## src/rtl/walker_pkg.sv

```systemverilog
// Shared definitions for the Wishbone LED walker: register map, CTRL/STATUS field
// positions and the walk state encoding.
package walker_pkg;

    localparam logic [1:0] ADDR_CTRL   = 2'd0;
    localparam logic [1:0] ADDR_DIV    = 2'd1;
    localparam logic [1:0] ADDR_STATUS = 2'd2;
    localparam logic [1:0] ADDR_ABORT  = 2'd3;

    localparam int unsigned CTRL_MODE_BIT = 0;
    localparam int unsigned CTRL_REPS_LSB = 8;
    localparam int unsigned CTRL_REPS_W   = 8;

    localparam int unsigned STATUS_BUSY_BIT = 31;
    localparam int unsigned STATUS_PASS_LSB = 16;
    localparam int unsigned STATUS_POS_LSB  = 0;

    typedef enum logic [1:0] {IDLE, UP, DOWN} walk_state_e;

endpackage

```

## src/rtl/walker_step_timer.sv

```systemverilog
// Step-period down-counter for the LED walker: each position is held i_div+1 cycles,
// o_step pulses on the last cycle of a hold.
module walker_step_timer #(
    parameter int unsigned DIVW = 24
) (
    input  logic            i_clk,
    input  logic            i_reset_n,
    input  logic            i_load,
    input  logic            i_en,
    input  logic [DIVW-1:0] i_div,
    output logic            o_step
);

    logic [DIVW-1:0] count;

    assign o_step = i_en && (count == '0);

    always_ff @(posedge i_clk or negedge i_reset_n) begin
        if (!i_reset_n) begin
            count <= '0;
        end else if (i_load || o_step) begin
            count <= i_div;
        end else if (i_en) begin
            count <= count - 1'b1;
        end
    end

endmodule

```

## src/rtl/wb_led_walker.sv

```systemverilog
// Wishbone-slave LED walker: a single lit LED walks across NLEDS outputs, bounce or one-way.
// Define WALKER_ABORT_EN to let a write to address 3 end a walk immediately.
module wb_led_walker
    import walker_pkg::*;
#(
    parameter int unsigned NLEDS = 8,
    parameter int unsigned DIVW  = 24
) (
    input  logic             i_clk,
    input  logic             i_reset_n,
    input  logic             i_cyc,
    input  logic             i_stb,
    input  logic             i_we,
    input  logic [1:0]       i_addr,
    input  logic [31:0]      i_data,
    output logic             o_stall,
    output logic             o_ack,
    output logic [31:0]      o_data,
    output logic [NLEDS-1:0] o_led,
    output logic             o_busy
);

    localparam int unsigned     POSW     = $clog2(NLEDS);
    localparam logic [POSW-1:0] LAST_POS = POSW'(NLEDS - 1);

    walk_state_e            state;
    logic [POSW-1:0]        pos;
    logic [CTRL_REPS_W-1:0] passes;
    logic [CTRL_REPS_W-1:0] reps_q;
    logic                   mode_q;
    logic [DIVW-1:0]        div_q;
    logic [DIVW-1:0]        reload_div;
    logic                   busy, acc, wr_ctrl, wr_div, step;
    logic [31:0]            rdata;
    logic                   unused_data;

    assign busy    = (state != IDLE);
    assign o_busy  = busy;
    assign o_stall = busy && i_we && (i_addr == ADDR_CTRL);
    assign acc     = i_cyc && i_stb && !o_stall;
    assign wr_ctrl = acc && i_we && (i_addr == ADDR_CTRL);
    assign wr_div  = acc && i_we && (i_addr == ADDR_DIV);

    // A DIV write coinciding with a reload edge already governs the position that follows.
    assign reload_div  = wr_div ? i_data[DIVW-1:0] : div_q;
    assign unused_data = ^{i_data[31:16], i_data[7:1]};

    walker_step_timer #(
        .DIVW (DIVW)
    ) u_timer (
        .i_clk     (i_clk),
        .i_reset_n (i_reset_n),
        .i_load    (wr_ctrl),
        .i_en      (busy),
        .i_div     (reload_div),
        .o_step    (step)
    );

    always_comb begin
        rdata = '0;
        case (i_addr)
            ADDR_CTRL: begin
                rdata[CTRL_MODE_BIT]                 = mode_q;
                rdata[CTRL_REPS_LSB +: CTRL_REPS_W]  = reps_q;
            end
            ADDR_DIV:    rdata[DIVW-1:0] = div_q;
            ADDR_STATUS: begin
                rdata[STATUS_BUSY_BIT]                = busy;
                rdata[STATUS_PASS_LSB +: CTRL_REPS_W] = passes;
                rdata[STATUS_POS_LSB +: POSW]         = pos;
            end
            default:     rdata = '0;
        endcase
    end

    always_ff @(posedge i_clk or negedge i_reset_n) begin
        if (!i_reset_n) begin
            mode_q <= 1'b0;
            reps_q <= '0;
            div_q  <= '0;
            o_ack  <= 1'b0;
            o_data <= '0;
        end else begin
            if (wr_ctrl) begin
                mode_q <= i_data[CTRL_MODE_BIT];
                reps_q <= i_data[CTRL_REPS_LSB +: CTRL_REPS_W];
            end
            if (wr_div) begin
                div_q <= i_data[DIVW-1:0];
            end
            o_ack  <= acc;
            o_data <= (acc && !i_we) ? rdata : '0;
        end
    end

    always_ff @(posedge i_clk or negedge i_reset_n) begin
        if (!i_reset_n) begin
            state  <= IDLE;
            pos    <= '0;
            passes <= '0;
            o_led  <= '0;
        end else if (wr_ctrl) begin
            state  <= UP;
            pos    <= '0;
            passes <= i_data[CTRL_REPS_LSB +: CTRL_REPS_W];
            o_led  <= NLEDS'(1);
`ifdef WALKER_ABORT_EN
        end else if (acc && i_we && (i_addr == ADDR_ABORT)) begin
            state  <= IDLE;
            pos    <= '0;
            passes <= '0;
            o_led  <= '0;
`endif
        end else if (step) begin
            unique case (state)
                UP: begin
                    if (pos != LAST_POS) begin
                        pos   <= pos + 1'b1;
                        o_led <= o_led << 1;
                    end else if (mode_q) begin
                        state <= DOWN;
                        pos   <= pos - 1'b1;
                        o_led <= o_led >> 1;
                    end else if (passes == '0) begin
                        state <= IDLE;
                        pos   <= '0;
                        o_led <= '0;
                    end else begin
                        passes <= passes - 1'b1;
                        pos    <= '0;
                        o_led  <= NLEDS'(1);
                    end
                end
                DOWN: begin
                    if (pos != '0) begin
                        pos   <= pos - 1'b1;
                        o_led <= o_led >> 1;
                    end else if (passes == '0) begin
                        state <= IDLE;
                        o_led <= '0;
                    end else begin
                        // Endpoint 0 was the last position of this pass; resume at 1.
                        passes <= passes - 1'b1;
                        state  <= UP;
                        pos    <= POSW'(1);
                        o_led  <= NLEDS'(2);
                    end
                end
                default: ;
            endcase
        end
    end

endmodule

```

## config.mk

```make
export PLATFORM = sky130hd
export DESIGN_NAME = wb_led_walker
export DESIGN_NICKNAME = d
export VERILOG_FILES = /design/src/rtl/walker_pkg.sv /design/src/rtl/walker_step_timer.sv /design/src/rtl/wb_led_walker.sv
export SDC_FILE = /design/constraint.sdc
export NUM_CORES = 1
export LEC_CHECK = 0
export ABC_CLOCK_PERIOD_IN_PS = 3500
export BUFFER_PORTS_ARGS = -buffer_cell sky130_fd_sc_hd__buf_2
export CAP_MARGIN = 20
export CORE_MARGIN = 8
export CORE_UTILIZATION = 40
export CTS_BUF_LIST = sky130_fd_sc_hd__clkbuf_16
export DETAILED_ROUTE_END_ITERATION = 16
export GPL_TIMING_DRIVEN = 0
export SLEW_MARGIN = 20
export SYNTH_ARGS = -nofsm -noshare
export SYNTH_HDL_FRONTEND = slang
export SYNTH_HIERARCHICAL = 1
export SYNTH_SLANG_ARGS = --single-unit
export TNS_END_PERCENT = 10
```

## constraint.sdc

```tcl
create_clock -name i_clk -period 3.5 [get_ports i_clk]
set_clock_uncertainty 0.2 [all_clocks]
set_input_delay 0.875 -clock i_clk [delete_from_list [all_inputs] [get_ports i_clk]]
set_output_delay 0.875 -clock i_clk [all_outputs]
set_load 0.02 [all_outputs]
```

==> qor.csv, run 1 <==
metric;value;unit
DRT Wirelength;13.3;mm
total die area;16500;um2
Final Util;48.3;%
worst-skew pair later-pin latency;340;ps
Post-synth top flop;dfrtp_1;
Die Wd;129;um
H-tree depth;3;
crit path time final;3310;ps
DR iter-0 viols;326;
clk slew on worst S/H paths;70;ps
critical-path maximum fanout;9;
FFs w/ async S/R, synth;100;%
Placer Congestion;0.881;
CTS buffer count;9;
Leakage;0.00277;uW
chip height;129;um
routed via count;3999;
wl on met1;5.90;mm
initial antenna violation count;0;
Avg Cell Area, Syn;10.4;um2
Crit. End Element;flop;
relative max-transition margin;47.1;%
unrepaired setup endpoints after global routing;false;
largest net degree at the start of global routing;80;
CTS Root Cell;clkbuf_16;
layout cell share with drive strength beyond 1;25.0;%
kind of start point of the critical path;flop;
Max Used Layer;met4;
critical path class;reg -> reg;
worst slew pin tran;794;ps
Avg WL per Cell;17.7;um
most frequent cells in the layout;dfrtp_1 (104), buf_2 (75), nor2_1 (50);
Congestion Overflow GR;0;
Final Hold Vio Count;0;
Max Root-Sink Buffers;2;
hold_ws;184;ps
routed length on met2;6.30;mm
Hold Crit Class;in -> async;
antenna diode count;0;
fin crit share;94.6;%
Fmax;302;MHz
status;complete, no violations;
Seq cells post-synth;104;
most common cell after layout, fill and taps aside;dfrtp_1;
hold_buf cts;0;
Final #Nets;624;
DRT antenna net count;0;
I/O pins;82;
std cell rows;41;
Layout area overhead;19.2;%
dpl ws;-177;ps
GRT Resource Usage Total;16.7;%
core area;12500;um2
Total Neg Setup Slack;0;ps
Final Max Slew Viols;0;
initial core utilization;40.5;%
clock sinks;104;
PortBufs;66;
Yosys warnings;6;
number of distinct library cells after synthesis;63;
DR pass1 iterations;4;
Critical Path RT;3550;ps
Max-Cap Viols;0;
Peak supply drop;273;uV
final setup violation count;0;
first-pass GRT wire length;21.4;mm
Worst EP arrival;3360;ps
pwr dens;641;nW/um2
DR vias/cell;5.32;
DRC;0;
TritonCTS clock tree;built;
post-DP HPWL;9.95;mm
vias in the first global route;4033;
number of synthesized flops with an enable pin;0;
Final WS setup;189;ps
Post-Syn Instances;487;
Routed met3 length;906;um
post-synthesis cell area;5070;um2
post-synthesis sequential area ratio;51.3;%
-- worst paths after layout --
| check | startpoint | end | slack (ps) | cells past startpoint |
|---|---|---|---|---|
| max | u_timer/count[12]$_DFFE_PN0P_ | pos[0]$_DFFE_PN0P_ | 190 | 9 |
| min | i_reset_n | o_data[20]$_DFF_PN0_ | 180 | 1 |
| max reg2reg | u_timer/count[12]$_DFFE_PN0P_ | pos[0]$_DFFE_PN0P_ | 190 | 9 |
| min reg2reg | reps_q[0]$_DFFE_PN0P_ | reps_q[0]$_DFFE_PN0P_ | 280 | 2 |
| max in group asynchronous | i_reset_n | u_timer/count[10]$_DFFE_PN0P_ | 2260 | 2 |
| min in group i_clk | reps_q[0]$_DFFE_PN0P_ | reps_q[0]$_DFFE_PN0P_ | 280 | 2 |
-- through the flow --
step	area, um2	cells	total power (uW)
finish	6050	751	3870
global route	6050	751	4090
CTS	6020	751	3880
detailed placement	5680	732	2780
global placement	5640	731	2720
floorplan	5100	493	2450
-- cells in the mapped netlist, types with 2 or more instances --
cell type / count / area (um2)
nor3_1: 24 / 120
nand2_1: 42 / 158
mux2_2: 24 / 270
a22oi_1: 11 / 82.6
a22o_1: 8 / 70.1
buf_4: 10 / 75.1
buf_2: 10 / 50.1
o21ai_0: 6 / 30.0
nor2b_1: 4 / 25.0
a31oi_1: 5 / 31.3
ha_1: 11 / 138
o2111ai_1: 2 / 17.5
dfrtp_1: 104 / 2600
nor4_1: 9 / 56.3
and2_1: 4 / 25.0
clkbuf_1: 12 / 45.0
and4_1: 2 / 17.5
and3_1: 9 / 56.3
a32oi_1: 2 / 17.5
nor2_1: 50 / 188
nor3b_2: 2 / 25.0
inv_1: 16 / 60.1
a21oi_1: 27 / 135
nand2b_1: 5 / 31.3
a211oi_1: 6 / 45.0
a221oi_1: 7 / 61.3
o41a_1: 2 / 22.5
or3_1: 5 / 31.3
mux2i_1: 2 / 20.0
or4b_1: 2 / 20.0
nand3_1: 6 / 30.0
xor2_1: 3 / 26.3
o22ai_1: 5 / 31.3
or2_2: 2 / 12.5
xnor2_1: 20 / 175
-- worst max-delay path, stage by stage (launching register included) --
cell	delay [ps]
dfrtp_1	440
or4_4	590
or4b_1	520
buf_2	180
nor4_2	290
clkbuf_4	220
and2_1	110
buf_2	210
o21ai_1	150
a211oi_1	280
-- logic make-up (layout without fill, tap and decap cells) --
kind of cell | after synthesis | count (layout) | synth area share, %
xor gates and xnor gates | 23 | 23 | 3.97
buffers and inverters | 49 | 135 | 4.61
other | 1 | 7 | 0.0739
adders and majority gates | 11 | 11 | 2.71
and+or+nand+nor | 174 | 174 | 17.2
DFF | 104 | 104 | 51.3
AOI/OAI and AO/OA | 98 | 98 | 14.2
muxes | 27 | 27 | 5.94
-- layout make-up --
| class | count | area (um2) |
|---|---|---|
| fill | 1206 | 6470 |
| sequential | 104 | 2600 |
| multi-input combinational | 340 | 2280 |
| timing repair buffer | 70 | 387 |
| clock buffer | 9 | 225 |
| tap | 172 | 215 |
| buffer | 33 | 178 |
| clock inverter | 7 | 95.1 |
| inverter | 16 | 60.1 |
-- sequential cells by signal (all words and copies together), names as in the netlist --
name	cells
div_q	24
mode_q	1
o_ack	1
o_data	25
o_led	8
passes	8
pos	3
reps_q	8
state	2
u_timer/count	24
-- layer usage --
| layer | vias up | track usage, % |
|---|---|---|
| met5 | - | 0 |
| met2 | 117 | 26.0 |
| met1 | 1951 | 22.6 |
| met3 | 17 | 3.31 |
| met4 | 0 | 6.29 |
| li1 | 1914 | - |
-- report_power, final --
| group | internal (uW) | switching, uW | total [uW] |
|---|---|---|---|
| clock network | 630 | 468 | 1100 |
| registers | 1500 | 267 | 1760 |
| logic | 446 | 563 | 1010 |
-- what timing repair did --
item                                    CTS  global route
pin swaps                                 0             1
endpoints found under the hold margin     0             0
endpoints found under the setup margin   11            24
gates resized for setup                   2             6
buffers inserted                          3             0
gates cloned                              0             0
No activity file was read; power rests on OpenSTA's default activity.
==> run 2: changes to the inputs <==
--- a/config.mk
+++ b/config.mk
@@ -13,6 +13,8 @@
 export CTS_BUF_LIST = sky130_fd_sc_hd__clkbuf_16
 export DETAILED_ROUTE_END_ITERATION = 16
 export GPL_TIMING_DRIVEN = 0
+export PLACE_DENSITY = 0.71
+export SKIP_CTS_REPAIR_TIMING = 1
 export SLEW_MARGIN = 20
 export SYNTH_ARGS = -nofsm -noshare
 export SYNTH_HDL_FRONTEND = slang
==> run 2 against run 1 <==
Worst setup slack improved by 4.2 ps. Register-to-register slack barely moved. Power fell by 0.91%. Critical path depth did not move. Core utilization fell by 0.36 points. Die area did not move. Combinational power barely moved. Cell count fell by 0.53%. Largest cell class unchanged.
==> qor.csv, run 2 (synthesis gave the netlist of run 1 again) <==
metric;value;unit
status;complete, no violations;
relative max-transition margin;45.3;%
Final WS setup;193;ps
PortBufs;66;
layout cell share with drive strength beyond 1;24.0;%
critical-path maximum fanout;9;
final setup violation count;0;
TritonCTS clock tree;built;
Peak supply drop;246;uV
Die Wd;129;um
CP Cell Sequence;or4_4 -> or4b_1 -> buf_2 -> nor4_2 -> buf_4 -> and2_1 -> buf_2 -> o21ai_0 -> a211oi_1;
DRC;0;
total die area;16500;um2
clk slew on worst S/H paths;70;ps
std cell rows;41;
Critical Path RT;3550;ps
chip height;129;um
dpl ws;-121;ps
most common cell after layout, fill and taps aside;dfrtp_1;
Crit. End Element;flop;
crit path time final;3310;ps
clock sinks;104;
CP top delay family;simple AND/OR/NAND/NOR gates;
Max Root-Sink Buffers;2;
DRT Wirelength;13.1;mm
GRT Resource Usage Total;16.1;%
pwr dens;640;nW/um2
Final Util;47.9;%
CP max-delay cell;or4_4;
Leakage;0.00274;uW
Congestion Overflow GR;0;
crit-path most repeated cell;buf_2;
H-tree depth;3;
max reg flops;25;
Placer Congestion;0.904;
core area;12500;um2
fin area;6000;um2
initial core utilization;40.5;%
DR iter-0 viols;305;
first-pass GRT wire length;21.1;mm
CTS Root Cell;clkbuf_16;
initial antenna violation count;0;
Worst EP arrival;3360;ps
Avg WL per Cell;17.5;um
kind of start point of the critical path;flop;
most frequent cells in the layout;dfrtp_1 (104), buf_2 (75), nor2_1 (50);
post-DP HPWL;9.61;mm
worst slew pin tran;820;ps
Layout area overhead;18.3;%
DRT antenna net count;0;
fillers;1173;
routed via count;4038;
DR pass1 iterations;4;
critical path class;reg -> reg;
CP bufs+invs;3;
vias in the first global route;4146;
antenna diode count;0;
DR vias/cell;5.41;
Largest Register;o_data;
largest net degree at the start of global routing;73;
Final Max Slew Viols;0;
Hold Crit Class;in -> async;
Final Hold Vio Count;0;
fin crit share;94.5;%
Max-Cap Viols;0;
dpl cell area;5680;um2
Fmax;302;MHz
Top Registers;o_data x25, div_q x24, u_timer/count x24;
worst-skew pair later-pin latency;350;ps
unrepaired setup endpoints after global routing;false;
CP max stage delay;590;ps
Total Neg Setup Slack;0;ps
Final #Nets;621;
CTS buffer count;9;
I/O pins;82;
run 2: layout make-up:
cell class,count,area (um2),share of cell area (%)
Buffer,33,178,2.96
Clock buffer,9,225,3.75
Clock inverter,6,83.8,1.40
Inverter,16,60.1,1.00
Multi-Input combinational cell,340,2270,37.9
Sequential cell,104,2600,43.4
Tap cell,172,215,3.59
Timing Repair Buffer,67,364,6.07
run 2: final timing paths:
check | start | end | slack, ps | cells after the start
min in group i_clk | reps_q[6]$_DFFE_PN0P_ | reps_q[6]$_DFFE_PN0P_ | 290 | 2
hold reg to reg | reps_q[6]$_DFFE_PN0P_ | reps_q[6]$_DFFE_PN0P_ | 290 | 2
max in group asynchronous | i_reset_n | div_q[15]$_DFF_PN0_ | 2250 | 2
hold / removal | i_reset_n | div_q[2]$_DFF_PN0_ | 200 | 1
setup reg to reg | u_timer/count[12]$_DFFE_PN0P_ | pos[0]$_DFFE_PN0P_ | 190 | 9
setup / recovery | u_timer/count[12]$_DFFE_PN0P_ | pos[0]$_DFFE_PN0P_ | 190 | 9
run 2: layer usage:
metal	track usage, %	part of all wire (%)	up-vias
met3	3.72	6.6	17
met2	26.6	48	113
met4	6.43	1.9	0
li1	-	-	1900
met1	20.2	44	2008
met5	0	0	-
run 2: metrics by stage:
step           cells  hold slack (ps)  total power [uW]
3_5_place_dp     732              268              2770
6_report         747              205              3840
3_3_place_gp     731              262              2700
4_1_cts          747              212              3850
2_1_floorplan    493              247              2450
5_1_grt          747              229              4040
run 2: report_power, final:
group | internal [uW] | switching (uW)
clock network | 621 | 440
logic | 448 | 566
registers | 1500 | 264
total | 2570 | 1270
run 2: worst register-to-register path, stage by stage (launching register included):
cell,delay [ps]
dfrtp_1,430
or4_4,590
or4b_1,520
buf_2,190
nor4_2,270
buf_4,210
and2_1,130
buf_2,210
o21ai_0,210
a211oi_1,270
==> run 3: changes to the inputs <==
--- a/config.mk
+++ b/config.mk
@@ -8,12 +8,11 @@
 export ABC_CLOCK_PERIOD_IN_PS = 3500
 export BUFFER_PORTS_ARGS = -buffer_cell sky130_fd_sc_hd__buf_2
 export CAP_MARGIN = 20
-export CORE_MARGIN = 8
-export CORE_UTILIZATION = 40
-export CTS_BUF_LIST = sky130_fd_sc_hd__clkbuf_16
+export CORE_UTILIZATION = 35
+export CTS_BUF_LIST = sky130_fd_sc_hd__clkbuf_4 sky130_fd_sc_hd__clkbuf_8
 export DETAILED_ROUTE_END_ITERATION = 16
 export GPL_TIMING_DRIVEN = 0
-export PLACE_DENSITY = 0.71
+export PLACE_DENSITY = 0.65
 export SKIP_CTS_REPAIR_TIMING = 1
 export SLEW_MARGIN = 20
 export SYNTH_ARGS = -nofsm -noshare
==> run 3 against run 2 <==
Fmax down 0.82%. Die area down 9.4%. Worst setup slack worse by 27 ps. Non-clock buffer count unchanged. Critical endpoint unchanged. Largest power group unchanged. Highest routed layer unchanged.
==> qor.csv, run 3 (synthesis gave the netlist of run 1 again) <==
metric;value;unit
status;complete, no violations;
Crit. End Element;flop;
most frequent cells in the layout;dfrtp_1 (104), buf_2 (75), nor2_1 (50);
final setup violation count;0;
max reg flops;25;
CP max-delay cell;or4_4;
Leakage;0.00272;uW
H-tree depth;3;
DR vias/cell;5.31;
I/O pins;82;
total die area;15000;um2
Congestion Overflow GR;0;
pwr dens;614;nW/um2
worst-skew pair later-pin latency;380;ps
dpl ws;-175;ps
Final WS setup;166;ps
CTS buffer count;9;
crit path time final;3330;ps
CP max stage delay;590;ps
vias in the first global route;3956;
total power;3650;uW
clock sinks;104;
Top Registers;o_data x25, div_q x24, u_timer/count x24;
antenna diode count;0;
initial core utilization;36.3;%
CP Cell Sequence;or4_4 -> or4b_1 -> buf_2 -> nor4_2 -> clkbuf_4 -> and2_1 -> buf_2 -> o21ai_1 -> a211oi_2;
relative max-transition margin;46.6;%
first-pass GRT wire length;20.6;mm
CP top delay family;simple AND/OR/NAND/NOR gates;
DRC;0;
Worst EP arrival;3440;ps
Avg WL per Cell;16.7;um
initial antenna violation count;0;
fillers;1352;
most common cell after layout, fill and taps aside;dfrtp_1;
Final Hold Vio Count;0;
clk slew on worst S/H paths;110;ps
critical-path maximum fanout;9;
crit-path most repeated cell;buf_2;
Die Wd;122;um
post-DP HPWL;9.43;mm
Largest Register;o_data;
layout cell share with drive strength beyond 1;24.7;%
Peak supply drop;197;uV
Max-Cap Viols;0;
Fmax;300;MHz
critical path class;reg -> reg;
worst slew pin tran;801;ps
kind of start point of the critical path;flop;
DR pass1 iterations;5;
routed via count;4016;
core area;14000;um2
Critical Path RT;3600;ps
DR iter-0 viols;291;
std cell rows;43;
Final Max Slew Viols;0;
DRT antenna net count;0;
GRT Resource Usage Total;18.0;%
Total Neg Setup Slack;0;ps
Max Root-Sink Buffers;2;
PortBufs;66;
CTS Root Cell;clkbuf_8;
Hold Crit Class;in -> async;
fin crit share;95.3;%
largest net degree at the start of global routing;84;
CP bufs+invs;3;
Layout area overhead;17.2;%
TritonCTS clock tree;built;
chip height;122;um
DRT Wirelength;12.6;mm
Final #Nets;621;
Placer Congestion;0.914;
-- run 3: changes by cell type in the layout (fill, tap and decap cells not counted), moves of 2 or more --
cell       before  now
clkbuf_8        0   10
clkinv_1        2    0
clkbuf_16       9    0
clkinv_4        0    2
-- run 3: path summary, 6_finish.rpt --
path                                                from  cells after the start  slack, ps                     to
max                        u_timer/count[12]$_DFFE_PN0P_                      9        170     pos[0]$_DFFE_PN0P_
min                                            i_reset_n                      1        120   o_led[5]$_DFFE_PN0P_
max reg2reg                u_timer/count[12]$_DFFE_PN0P_                      9        170     pos[0]$_DFFE_PN0P_
min reg2reg                        reps_q[6]$_DFFE_PN0P_                      2        290  reps_q[6]$_DFFE_PN0P_
max in group asynchronous                      i_reset_n                      2       2310    o_data[5]$_DFF_PN0_
min in group i_clk                 reps_q[6]$_DFFE_PN0P_                      2        290  reps_q[6]$_DFFE_PN0P_
-- run 3: metal layers --
| metal | vias to the layer above | global-route usage [%] | share of wire [%] |
|---|---|---|---|
| met5 | - | 0 | 0 |
| met4 | 0 | 6.25 | 1.5 |
| met3 | 13 | 2.97 | 4.6 |
| met2 | 110 | 28.8 | 49 |
| met1 | 1993 | 24.6 | 45 |
| li1 | 1900 | - | - |
-- run 3: cell type report --
type                    count  area, um2  area share, %
flip-flops and latches    104       2600           43.8
multi-input cells         340       2280           38.3
repair buffers             67        364           6.12
well taps                 180        225           3.79
plain buffers              33        178           2.99
clock buffers              10        138           2.31
clock inverters             6        103           1.73
inverters                  16       60.1           1.01
-- run 3: power breakdown --
group | leakage [uW] | internal, uW | switching [uW]
registers | 0.00131 | 1500 | 263
logic | 0.00129 | 448 | 560
clock network | 0.000120 | 434 | 448
-- run 3: metrics by stage --
| stage | cells | cell area [um2] | utilization, % | hold slack, ps |
|---|---|---|---|---|
| detailed placement | 740 | 5690 | 40.6 | 264 |
| finish | 756 | 5950 | 42.5 | 125 |
| floorplan | 493 | 5100 | - | 247 |
| global placement | 739 | 5650 | 40.4 | 261 |
| CTS | 756 | 5930 | 42.4 | 114 |
| global route | 756 | 5950 | 42.5 | 126 |
